==> config.mk <==
export PLATFORM = sky130hd
export DESIGN_NAME = cs_driver
export DESIGN_NICKNAME = d
export VERILOG_FILES = /design/src/rtl/cs_pkg.sv /design/src/rtl/cs_drv_cmp.sv /design/src/rtl/cs_driver.sv
export SDC_FILE = /design/constraint.sdc
export NUM_CORES = 1
export LEC_CHECK = 0
export BUFFER_PORTS_ARGS = -buffer_cell sky130_fd_sc_hd__buf_4
export CAP_MARGIN = 20
export CORE_MARGIN = 2
export CORE_UTILIZATION = 51
export CTS_BUF_LIST = sky130_fd_sc_hd__clkbuf_4 sky130_fd_sc_hd__clkbuf_8
export DETAILED_ROUTE_END_ITERATION = 6
export PLACE_DENSITY = 0.79
export SYNTH_ARGS = -nofsm -noshare
export SYNTH_HDL_FRONTEND = slang
export SYNTH_SLANG_ARGS = --single-unit
==> constraint.sdc <==
create_clock -name clk -period 2.1 [get_ports clk]
set_input_delay 0.21 -clock clk [delete_from_list [all_inputs] [get_ports clk]]
set_output_delay 0.21 -clock clk [all_outputs]
set_load 0.005 [all_outputs]
==> src/rtl/cs_pkg.sv <==
// rtl/cs_pkg.sv - shared widths and FSM state type for the CS block driver
package cs_pkg;

  localparam int X_W     = 8;
  localparam int Y_W     = 10;
  localparam int ADDR_W  = 11;
  localparam int MAX_PAT = 1 << ADDR_W;

  typedef enum logic [2:0] {
    S_IDLE,
    S_PRIME,
    S_STREAM,
    S_DRAIN,
    S_DONE
  } drv_state_e;

endpackage

==> src/rtl/cs_drv_cmp.sv <==
// rtl/cs_drv_cmp.sv - result comparator: index delay line, golden compare, saturating counters
// CS_DRV_CAPTURE_EN adds first-mismatch index/Y capture registers.
module cs_drv_cmp import cs_pkg::*; #(
  parameter int DUT_LAT    = 1,
  parameter bit NO_ERR_CLR = 1'b0
) (
  input  logic              clk,
  input  logic              reset,
  input  logic              clr_i,
  input  logic              push_i,
  input  logic [ADDR_W-1:0] push_idx_i,
  output logic [ADDR_W-1:0] gold_addr_o,
  input  logic [Y_W-1:0]    gold_data_i,
  input  logic [Y_W-1:0]    y_i,
  output logic [15:0]       err_cnt_o,
  output logic [ADDR_W-1:0] cmp_cnt_o
`ifdef CS_DRV_CAPTURE_EN
  ,
  output logic [ADDR_W-1:0] first_err_idx_o,
  output logic [Y_W-1:0]    first_err_y_o
`endif
);

  logic [DUT_LAT:0]  vld_q;
  logic [ADDR_W-1:0] idx_q [DUT_LAT+1];
  logic [15:0]       err_cnt_q;
  logic [ADDR_W-1:0] cmp_cnt_q;
  logic              cmp_fire;
  logic              mism;

  // gold_addr leaves one stage early so the synchronous golden read lines up with Y
  assign gold_addr_o = idx_q[DUT_LAT-1];
  assign cmp_fire    = vld_q[DUT_LAT];
  assign mism        = (y_i !== gold_data_i);
  assign err_cnt_o   = err_cnt_q;
  assign cmp_cnt_o   = cmp_cnt_q;

  always_ff @(posedge clk or posedge reset) begin
    if (reset) begin
      vld_q     <= '0;
      err_cnt_q <= '0;
      cmp_cnt_q <= '0;
      for (int i = 0; i <= DUT_LAT; i++) idx_q[i] <= '0;
    end else if (clr_i) begin
      vld_q     <= '0;
      cmp_cnt_q <= '0;
      if (!NO_ERR_CLR) err_cnt_q <= '0;
    end else begin
      vld_q <= {vld_q[DUT_LAT-1:0], push_i};
      if (push_i) idx_q[0] <= push_idx_i;
      for (int i = 1; i <= DUT_LAT; i++) idx_q[i] <= idx_q[i-1];
      if (cmp_fire) begin
        cmp_cnt_q <= cmp_cnt_q + 1'b1;
        if (mism && (err_cnt_q != 16'hFFFF)) err_cnt_q <= err_cnt_q + 1'b1;
      end
    end
  end

`ifdef CS_DRV_CAPTURE_EN
  logic              cap_vld_q;
  logic [ADDR_W-1:0] cap_idx_q;
  logic [Y_W-1:0]    cap_y_q;

  assign first_err_idx_o = cap_idx_q;
  assign first_err_y_o   = cap_y_q;

  always_ff @(posedge clk or posedge reset) begin
    if (reset) begin
      cap_vld_q <= 1'b0;
      cap_idx_q <= '0;
      cap_y_q   <= '0;
    end else if (clr_i) begin
      cap_vld_q <= 1'b0;
      cap_idx_q <= '0;
      cap_y_q   <= '0;
    end else if (cmp_fire && mism && !cap_vld_q) begin
      cap_vld_q <= 1'b1;
      cap_idx_q <= idx_q[DUT_LAT];
      cap_y_q   <= y_i;
    end
  end
`endif

endmodule

==> src/rtl/cs_driver.sv <==
// rtl/cs_driver.sv - streams pattern samples into a CS block and scores its results
// CS_DRV_CAPTURE_EN adds first_err_idx/first_err_y outputs.
module cs_driver import cs_pkg::*; #(
  parameter int N_PAT      = 2000,
  parameter int WIN        = 9,
  parameter int DUT_LAT    = 1,
  parameter bit NO_ERR_CLR = 1'b0
) (
  input  logic              clk,
  input  logic              reset,
  input  logic              start,
  output logic [ADDR_W-1:0] in_addr,
  input  logic [X_W-1:0]    in_data,
  output logic [ADDR_W-1:0] gold_addr,
  input  logic [Y_W-1:0]    gold_data,
  output logic [X_W-1:0]    X,
  input  logic [Y_W-1:0]    Y,
  output logic              busy,
  output logic              done,
  output logic [15:0]       err_cnt,
  output logic [ADDR_W-1:0] cmp_cnt
`ifdef CS_DRV_CAPTURE_EN
  ,
  output logic [ADDR_W-1:0] first_err_idx,
  output logic [Y_W-1:0]    first_err_y
`endif
);

  if (N_PAT < 1 || N_PAT > MAX_PAT) begin : g_bad_npat
    $error("cs_driver: N_PAT must lie in 1..2048");
  end
  if (WIN < 1 || WIN > N_PAT || DUT_LAT < 1) begin : g_bad_win
    $error("cs_driver: need 1 <= WIN <= N_PAT and DUT_LAT >= 1");
  end

  localparam logic [ADDR_W-1:0] LAST_IDX   = ADDR_W'(N_PAT - 1);
  localparam logic [ADDR_W-1:0] FIRST_CMP  = ADDR_W'(WIN - 1);
  localparam int                DW         = $clog2(DUT_LAT + 1) + 1;
  localparam logic [DW-1:0]     DRAIN_LAST = DW'(DUT_LAT);

  drv_state_e        state_q;
  logic [ADDR_W-1:0] in_addr_q;
  logic [ADDR_W-1:0] x_idx_q;
  logic [X_W-1:0]    x_q;
  logic              busy_q;
  logic              done_q;
  logic [DW-1:0]     drain_q;
  logic              start_acc;
  logic              push;

  assign start_acc = start && ((state_q == S_IDLE) || (state_q == S_DONE));
  // a comparison is launched on the same edge that drives its last window sample
  assign push      = (state_q == S_STREAM) && (x_idx_q >= FIRST_CMP);

  always_ff @(posedge clk or posedge reset) begin
    if (reset) begin
      state_q   <= S_IDLE;
      in_addr_q <= '0;
      x_idx_q   <= '0;
      x_q       <= '0;
      busy_q    <= 1'b0;
      done_q    <= 1'b0;
      drain_q   <= '0;
    end else begin
      case (state_q)
        S_IDLE, S_DONE: begin
          if (start) begin
            state_q   <= S_PRIME;
            in_addr_q <= '0;
            x_idx_q   <= '0;
            busy_q    <= 1'b1;
            done_q    <= 1'b0;
          end
        end
        S_PRIME: begin
          state_q <= S_STREAM;
          if (in_addr_q != LAST_IDX) in_addr_q <= in_addr_q + 1'b1;
        end
        S_STREAM: begin
          x_q <= in_data;
          if (in_addr_q != LAST_IDX) in_addr_q <= in_addr_q + 1'b1;
          if (x_idx_q == LAST_IDX) begin
            state_q <= S_DRAIN;
            drain_q <= '0;
          end else begin
            x_idx_q <= x_idx_q + 1'b1;
          end
        end
        S_DRAIN: begin
          if (drain_q == DRAIN_LAST) begin
            state_q <= S_DONE;
            busy_q  <= 1'b0;
            done_q  <= 1'b1;
          end else begin
            drain_q <= drain_q + 1'b1;
          end
        end
        default: state_q <= S_IDLE;
      endcase
    end
  end

  assign in_addr = in_addr_q;
  assign X       = x_q;
  assign busy    = busy_q;
  assign done    = done_q;

  cs_drv_cmp #(
    .DUT_LAT    (DUT_LAT),
    .NO_ERR_CLR (NO_ERR_CLR)
  ) u_cmp (
    .clk             (clk),
    .reset           (reset),
    .clr_i           (start_acc),
    .push_i          (push),
    .push_idx_i      (x_idx_q - FIRST_CMP),
    .gold_addr_o     (gold_addr),
    .gold_data_i     (gold_data),
    .y_i             (Y),
    .err_cnt_o       (err_cnt),
    .cmp_cnt_o       (cmp_cnt)
`ifdef CS_DRV_CAPTURE_EN
    ,
    .first_err_idx_o (first_err_idx),
    .first_err_y_o   (first_err_y)
`endif
  );

endmodule
Word level (Yosys, flattened, before mapping)
Index checks and enable logic that the tools add are counted.
{"block": "op_classes", "n_eq_ne": 15, "n_lt_le_gt_ge": 1, "bitwise": 1, "reduce_logical": 20, "addsub": 6, "mux": 24}
{"op": "11-bit 2-to-1 mux", "n": 5}
{"op": "16-bit 2-to-1 mux", "n": 3}
{"op": "11-bit one-hot mux with 2 select lines", "n": 2}
{"op": "11-bit by 1-bit adder with 11-bit output, second input constant", "n": 3}
{"op": "16-bit by 1-bit adder with 16-bit output, second input constant", "n": 1}
{"op": "16-bit inequality test, second input constant", "n": 1}
{"op": "3-bit AND reduction", "n": 5}
{"op": "3-bit one-hot mux with 4 select lines", "n": 1}
{"op": "2-bit nonzero test", "n": 6}
{"op": "11-bit equality test, second input constant", "n": 1}
{"op": "11-bit by 4-bit >= comparator with 1-bit output, second input constant", "n": 1}
{"op": "11-bit inequality test, second input constant", "n": 1}
{"op": "11-bit by 4-bit subtractor with 11-bit output, second input constant", "n": 1}
{"op": "10-bit !== test", "n": 1}
{"op": "3-bit 2-to-1 mux", "n": 3}
{"op": "2-bit inequality test, second input constant", "n": 4}
{"op": "3-bit by 2-bit equality test with 1-bit output, second input constant", "n": 2}
{"op": "2-bit 2-to-1 mux", "n": 3}
{"op": "1-bit 2-to-1 mux", "n": 4}
{"op": "2-bit by 1-bit inequality test with 1-bit output, second input constant", "n": 2}
{"op": "1-bit one-hot mux with 2 select lines", "n": 2}
{"op": "2-bit one-hot mux with 2 select lines", "n": 1}
{"op": "2-bit AND reduction", "n": 2}
{"op": "2-bit OR reduction", "n": 2}
{"op": "8 further kinds", "n": 10}
{"block": "totals", "elab_cells": 78, "in_bits": 31, "regBits": 77}

Longest topological paths before layout
Gate-level depths: netlist (run 1).
{"block": "depth", "depth_word": 5, "depth_mapped": 8, "ltp_nobuf": 7}

Modules after synthesis
Synthesis (run 1) repeated with hierarchy kept, for this count alone.
{"block": "unflattened", "cells_unflattened": 421, "area_unflattened_um2": 4106.4}
{"mod": "cs_driver", "n_inst": 1, "area_per_inst_um2": 2110.8, "cells_per_inst": 234}
{"mod": "cs_drv_cmp", "n_inst": 1, "area_per_inst_um2": 1995.7, "cells_per_inst": 187}

Least setup slack after synthesis (run 1)
No wires, ideal clock.
{"block": "synth_path", "path_kind": "register to register", "start": "register u_cmp.err_cnt_q[0] (netlist: u_cmp.err_cnt_o[0])", "end": "register u_cmp.err_cnt_q[4] (netlist: u_cmp.err_cnt_o[4])", "slack_ns": 0.242, "n_path_buf": 2, "arrival_time_ns": 1.721, "stages_incl_launch_ff": 9, "synth_period_minus_slack_ns": 1.858, "path_cell_list": "dfrtp_1 > ha_1 > nand3_1 > or4_1 > buf_2 > nand2_4 > buf_6 > or4_1 > a21oi_1"}
{"block": "synth_between", "elab_chain_cells": 4, "word_cells_on_any_way": 8, "classes_between": "add/sub (1); eq/ne (1); mux (3); reduce/logical (3)"}
{"item": "from (decl)", "line": "cs_drv_cmp.sv:26", "text": "logic [15:0] err_cnt_q;"}
{"item": "from (signal assigned)", "line": "cs_drv_cmp.sv:54", "text": "if (mism && (err_cnt_q != 16'hFFFF)) err_cnt_q <= err_cnt_q + 1'b1;"}
{"item": "16-bit by 1-bit adder with 16-bit output / 16-bit inequality test (equally long branches)", "line": "cs_drv_cmp.sv:54"}
{"item": "16-bit 2-to-1 mux / 1-bit logical AND (equally long branches)", "line": "cs_drv_cmp.sv:54"}
{"item": "16-bit 2-to-1 mux / 2-bit nonzero test (equally long branches)"}
{"item": "16-bit 2-to-1 mux / 2-bit AND reduction (equally long branches)"}
Parallel ways exist; a longest one is shown, timed or not. The select of a mux whose other input is x is not followed.
A chain may end at the register's enable or synchronous reset.

Worst setup path after layout (run 1)
{"block": "layout_path", "start": "register in_addr_q[0] (netlist: in_addr[0])", "end": "register in_addr_q[3] (netlist: in_addr[3])"}
{"block": "layout_between", "elab_chain_cells": 3, "word_cells_on_any_way": 6, "classes_between": "add/sub (1); eq/ne (2); mux (2); reduce/logical (1)"}
{"item": "from (decl)", "line": "cs_driver.sv:42", "text": "logic [ADDR_W-1:0] in_addr_q;"}
{"item": "from (signal assigned)", "line": "cs_driver.sv:77", "text": "if (in_addr_q != LAST_IDX) in_addr_q <= in_addr_q + 1'b1;"}
{"item": "from (signal assigned)", "line": "cs_driver.sv:81", "text": "if (in_addr_q != LAST_IDX) in_addr_q <= in_addr_q + 1'b1;"}
{"item": "11-bit by 1-bit adder with 11-bit output / 11-bit inequality test (equally long branches)", "line": "cs_driver.sv:77, cs_driver.sv:81"}
{"item": "11-bit 2-to-1 mux / 2-bit by 1-bit inequality test with 1-bit output (equally long branches)"}
{"item": "11-bit one-hot mux with 2 select lines / 3-bit AND reduction (equally long branches)"}
Parallel ways exist; a longest one is shown, timed or not. The select of a mux whose other input is x is not followed.

==> flow_metrics.tcl, run 1 <==
set metrics [dict create \
    synth-async-reset-ratio 1.00 \
    area_growth_pct 26.7 \
    fin_total_pwr_uw 6530 \
    root_buffer "clkbuf_8" \
    routed_via_density 5.50 \
    end_kind "flop" \
    sw_frac_of_total 0.367 \
    ys_warn_count 0 \
    fin_crit_sh 0.903 \
    peakVddDrop_v 0.000861 \
    die_height_microns 92.1 \
    grt_pass1_vias 3179 \
    p_sw_uw 2400 \
    vias 3338 \
    grt_max_degree 33 \
    rows 32 \
    drive_gt1_frac 0.281 \
    finalSetupTns_ns 0 \
    clock_skew_ns 0.00758 \
    grt_usage 0.212 \
    placed_area_sq_um 4770 \
    hp-start "in_data[2]" \
    netlist_instances 405 \
    worstPathMaxFanout 6 \
    hpwl_microns 6260 \
    ys_seq_area_frac 0.487 \
    slew_headroom 0.519 \
    dieArea_sq_um 8480 \
    clock_path_buffers 2 \
    mostFrequentLayoutCell "buf_4" \
    grt_overflow 0 \
    cts_tree "built" \
    synthFlopType "dfrtp_1" \
    hold_violations 0 \
    grt_pass1_wl_microns 14500 \
    post-route-min-period_ns 1.90 \
    drt_pass1_iterations 4 \
    p_per_area_nw_per_um2 1300 \
    rr_worst_depth 7 \
    cp-start-kind "flop" \
    insertion_delay_ns 0.35 \
    max_freq_mhz 527 \
    r2r_slack_ns 0.20 \
    setup_viol 0 \
    max_cap_viol_count 0 \
    timing.rr.start "in_addr[0]" \
    ios 90 \
    cp.arrival_ns 2.17 \
    drt_wl_total_microns 8630 \
    ys_seq_elements 77 \
    cts_buffers 9 \
    syn_area_sq_um 3960 \
    nets 539 \
    status "completed" \
    n_fill_cell 632 \
    slew_violations 0 \
    rsz0062_at_grt "no" \
    synth_enable_flop_cells 0 \
    h-tree-depth 3 \
    fin_area_sq_um 5010 \
    core_region_area_sq_um 7610 \
    antenna_found_initial 0 \
    die_w_microns 92.1 \
    worst_hold_path_type "primary input to flop" \
    comb_power_share 0.417 \
    power_leakage_uw 0.00230 \
    yosysTopAreaCell "dfrtp_1" \
    syn_nets 444 \
    worstMarginPinSlew_ns 0.719 \
    cts.sinks 77 \
    antenna_cells 0 \
    drt_iter0_drc 114 \
    wl_per_cell_microns 14.2 \
    gp_congestion 0.849 \
    p_seq_frac 0.390 \
    clk_pin_slew_ns 0.08 \
    syn_area_per_cell_sq_um 9.77 \
    synth_top_cell_area_share 0.487 \
    initial_core_util 0.520 \
    port-buffer-count 89 \
    drc 0 \
    most-common-layout-cells "buf_4, dfrtp_1, nor2_1" \
    hold_depth 2 \
    worstPathRequired_ns 2.37 \
    postRouteAntennaNets 0 \
    synth_area_leaders "dfrtp_1, xor2_1, nor2_1" \
    path_class "flop to flop" \
    p_int_uw 4140 \
    p_clk_frac 0.193 \
    hold_path_end "X[2]" \
    synth_cell_types 45 \
    r2r-end "in_addr[3]" \
]
## synth_stat cells, types with 2 or more instances
cell and number:
o31ai_1 10, nor3_1 8, nand2b_1 2, and2_1 2, nand3_1 14, nor4b_1 2
o21ai_0 18, dfrtp_1 77, clkbuf_1 9, buf_2 6, xor2_1 22, mux2i_1 2
xnor2_1 17, nand2_1 37, or3_1 9, inv_1 12, buf_6 3, mux2_4 3
ha_1 8, buf_4 2, a21oi_1 29, or4_1 9, a22o_1 2, and3_1 6
o211ai_1 2, nor2_1 51, mux2_2 8, nand4_1 18
## routing by layer
metal / up-vias / routed length [microns] / GRT usage
met4: 0 / 78 / 0.0634
li1: 1609 / - / -
met2: 95 / 4350 / 0.357
met5: - / 0 / 0
met1: 1625 / 3670 / 0.266
met3: 9 / 535 / 0.0600
## worst max path at each step
stage	start	endpoint	slack, ns	depth (start not counted)
2_1_floorplan	u_cmp.err_cnt_o[0]	u_cmp.err_cnt_o[4]	0.24	8
3_3_place_gp	u_cmp.err_cnt_o[0]	u_cmp.err_cnt_o[9]	0.23	6
3_5_place_dp	u_cmp.err_cnt_o[1]	u_cmp.err_cnt_o[9]	0.16	6
4_1_cts	u_cmp.err_cnt_o[1]	u_cmp.err_cnt_o[9]	0.15	6
5_1_grt	in_addr[0]	in_addr[3]	0.04	7
6_report	in_addr[0]	in_addr[3]	0.20	7
## power groups by stage
stage / clock network (uW) / registers (uW) / logic [uW]
final: 1260 / 2550 / 2730
after CTS: 1300 / 2540 / 2760
after floorplan: 0 / 2450 / 1730
after detailed placement: 0 / 2560 / 2740
after global placement: 0 / 2530 / 2640
after global routing: 1360 / 2640 / 3020
## stage by stage
stage | cells | utilization | hold slack, ns | setup WS, ns
after global placement | 590 | 0.627 | 0.361 | 0.234
after CTS | 607 | 0.659 | 0.0687 | 0.154
final | 607 | 0.659 | 0.0894 | 0.203
after detailed placement | 590 | 0.627 | 0.363 | 0.164
after floorplan | 405 | - | 0.362 | 0.242
after global routing | 607 | 0.659 | 0.0760 | 0.0369
## state kept, by name, summed over array words and instances (netlist names)
name and flops:
X 8, done 1, x_idx_q 11, u_cmp.gold_addr_o 11, u_cmp.err_cnt_o 16, drain_q 2, in_addr 11, u_cmp.vld_q 2
state_q 3, busy 1, u_cmp.cmp_cnt_o 11
## logic make-up after synthesis
kind of cell / synth area share
flops: 0.487
simple gates: 0.220
mux: 0.0392
xor+xnor: 0.0863
compound gates: 0.102
fa+ha+maj: 0.0253
buf+inv: 0.0398
## final cells by class
| class | instances | area, sq um | share of cell area |
|---|---|---|---|
| clock buffers | 11 | 145 | 0.0289 |
| clock inverters | 5 | 83.8 | 0.0167 |
| inverters | 12 | 48.8 | 0.00973 |
| multi-input cells | 296 | 1890 | 0.376 |
| flip-flops and latches | 77 | 1930 | 0.384 |
| well taps | 102 | 128 | 0.0255 |
| repair buffers | 104 | 796 | 0.159 |
## worst max-delay path, stage by stage, from the launching register on
cell	delay, ns
dfrtp_1	0.44
ha_1	0.24
and3_1	0.21
a311oi_2	0.36
buf_4	0.21
nand4_1	0.11
xor2_1	0.15
nor2_1	0.10
## timing repair
action,CTS,global route
buffers inserted,0,0
endpoints found under the hold margin,20,0
resized for setup,0,1
endpoints found under the setup margin,0,3
hold buffers,1,0
(Power assumes the default switching activity.)
==> run 2: changes to the inputs <==
==> constraint.sdc (replaced) <==
create_clock -name clk -period 2.1 [get_ports clk]
set_input_delay 0.21 -clock clk [delete_from_list [all_inputs] [get_ports clk]]
set_output_delay 0.21 -clock clk [all_outputs]
set_load 0.05 [all_outputs]
==> run 2 against run 1 <==
Effect of this change: global-route usage stayed put; core utilization is 0.48 points lower; non-clock buffer count is 2 lower; via count is 1.2% lower; wire length hardly changed; first-iteration DRC count is 89% higher; hold slack better by 0.0097 ns; clock power is 9.5% lower; critical path type unchanged; largest cell class unchanged; largest power group unchanged.
==> flow_metrics.tcl, run 2 (synthesized netlist as in run 1, its figures left out) <==
set metrics [dict create \
    placed_area_sq_um 4760 \
    hold_path_end "X[2]" \
    wl_per_cell_microns 14.3 \
    nets 537 \
    die_height_microns 92.1 \
    grt_pass1_wl_microns 14600 \
    p_per_area_nw_per_um2 1560 \
    r2r_slack_ns 0.15 \
    fin_area_sq_um 4980 \
    clk_pin_slew_ns 0.08 \
    mostFrequentLayoutCell "buf_4" \
    area_growth_pct 25.8 \
    drt_pass1_iterations 4 \
    root_buffer "clkbuf_8" \
    worst_hold_path_type "primary input to flop" \
    cts_setup_buffers 0 \
    fin_crit_sh 0.928 \
    drc 0 \
    cp-start-kind "flop" \
    worstMarginPinSlew_ns 0.526 \
    die_w_microns 92.1 \
    cts_tree "built" \
    max_freq_mhz 513 \
    power_leakage_uw 0.00228 \
    finalSetupTns_ns 0 \
    drive_gt1_frac 0.282 \
    slew_headroom 0.648 \
    status "completed" \
    p_seq_frac 0.332 \
    rsz0062_at_grt "no" \
    largest_reg_flops 16 \
    cp.arrival_ns 2.22 \
    h-tree-depth 3 \
    rr_worst_depth 7 \
    dieArea_sq_um 8480 \
    hpwl_microns 6250 \
    grt_usage 0.212 \
    fin_total_pwr_uw 7750 \
    max_cap_viol_count 0 \
    postRouteAntennaNets 0 \
    hold_violations 0 \
    antenna_cells 0 \
    postLayoutCoreUtil 0.654 \
    grt_overflow 0 \
    routed_via_density 5.45 \
    clock_path_buffers 2 \
    cts.sinks 77 \
    peakVddDrop_v 0.000987 \
    initial_core_util 0.520 \
    worstPathRequired_ns 2.37 \
    clock_skew_ns 0.00819 \
    core_region_area_sq_um 7610 \
    hp-start "in_data[2]" \
    path_class "flop to flop" \
    p_int_uw 4040 \
    post-route-min-period_ns 1.95 \
    worstPathMaxFanout 6 \
    antenna_found_initial 0 \
    insertion_delay_ns 0.34 \
    hold_depth 2 \
    r2r-end "u_cmp.err_cnt_o[10]" \
    vias 3297 \
    n_fill_cell 631 \
    setup_viol 0 \
    ios 90 \
    drt_wl_total_microns 8630 \
    rows 32 \
    port-buffer-count 89 \
    slew_violations 0 \
    comb_power_share 0.521 \
    end_kind "flop" \
    sw_frac_of_total 0.478 \
    most-common-layout-cells "buf_4, dfrtp_1, nor2_1" \
    p_sw_uw 3710 \
    cts_buffers 9 \
    drt_iter0_drc 215 \
    p_clk_frac 0.147 \
    timing.rr.start "u_cmp.err_cnt_o[0]" \
    gp_congestion 0.825 \
    grt_max_degree 55 \
    grt_pass1_vias 3130 \
]
==> run 2: layout make-up <==
| class | instances | area, sq um | share of cell area |
|---|---|---|---|
| clock buffers | 11 | 145 | 0.0292 |
| clock inverters | 5 | 60.1 | 0.0121 |
| multi-input cells | 296 | 1890 | 0.379 |
| repair buffers | 102 | 781 | 0.157 |
| flip-flops and latches | 77 | 1930 | 0.388 |
| inverters | 12 | 48.8 | 0.00980 |
| well taps | 102 | 128 | 0.0256 |
==> run 2: critical path, cell delays in order (launching register included) <==
cell	delay (ns)
dfrtp_2	0.42
ha_1	0.18
nand3_1	0.11
buf_4	0.17
nor2_1	0.27
nand4_1	0.17
or4_1	0.42
a21oi_1	0.15
==> run 2: power by group through the flow <==
stage / Combinational, uW / Clock [uW] / Sequential [uW]
final: 4040 / 1140 / 2570
after global routing: 4340 / 1230 / 2650
after CTS: 4070 / 1160 / 2570
after detailed placement: 4050 / 0 / 2580
after global placement: 3950 / 0 / 2540
after floorplan: 1720 / 0 / 3750
==> run 2: timing repair <==
action,in CTS,in global routing
gates resized for setup,0,1
hold endpoints to repair,23,0
hold buffers,1,0
setup endpoints to repair,0,1
==> run 2: per-stage QoR <==
stage | hold slack [ns] | setup slack (ns) | instances
finish | 0.0991 | 0.150 | 605
detailed placement | 0.285 | 0.154 | 588
global route | 0.0850 | 0.0110 | 605
floorplan | 0.362 | 0.0269 | 405
global placement | 0.278 | 0.249 | 588
CTS | 0.0834 | 0.142 | 605
==> run 2: how the worst max path moves through the flow <==
stage	from	to	slack, ns	depth (start not counted)
2_1_floorplan	in_addr[0]	in_addr[3]	0.03	6
5_1_grt	u_cmp.err_cnt_o[0]	u_cmp.err_cnt_o[10]	0.01	7
6_report	u_cmp.err_cnt_o[0]	u_cmp.err_cnt_o[10]	0.15	7
3_3_place_gp	u_cmp.err_cnt_o[0]	u_cmp.err_cnt_o[9]	0.25	6
4_1_cts	u_cmp.err_cnt_o[0]	u_cmp.err_cnt_o[7]	0.14	6
3_5_place_dp	u_cmp.err_cnt_o[0]	u_cmp.err_cnt_o[11]	0.15	6
==> run 2: routing by layer <==
| layer | up-vias | track usage | wire, microns |
|---|---|---|---|
| met5 | - | 0 | 0 |
| met4 | 0 | 0.0659 | 74 |
| li1 | 1599 | - | - |
| met3 | 8 | 0.0435 | 465 |
| met2 | 88 | 0.344 | 4270 |
| met1 | 1602 | 0.287 | 3830 |
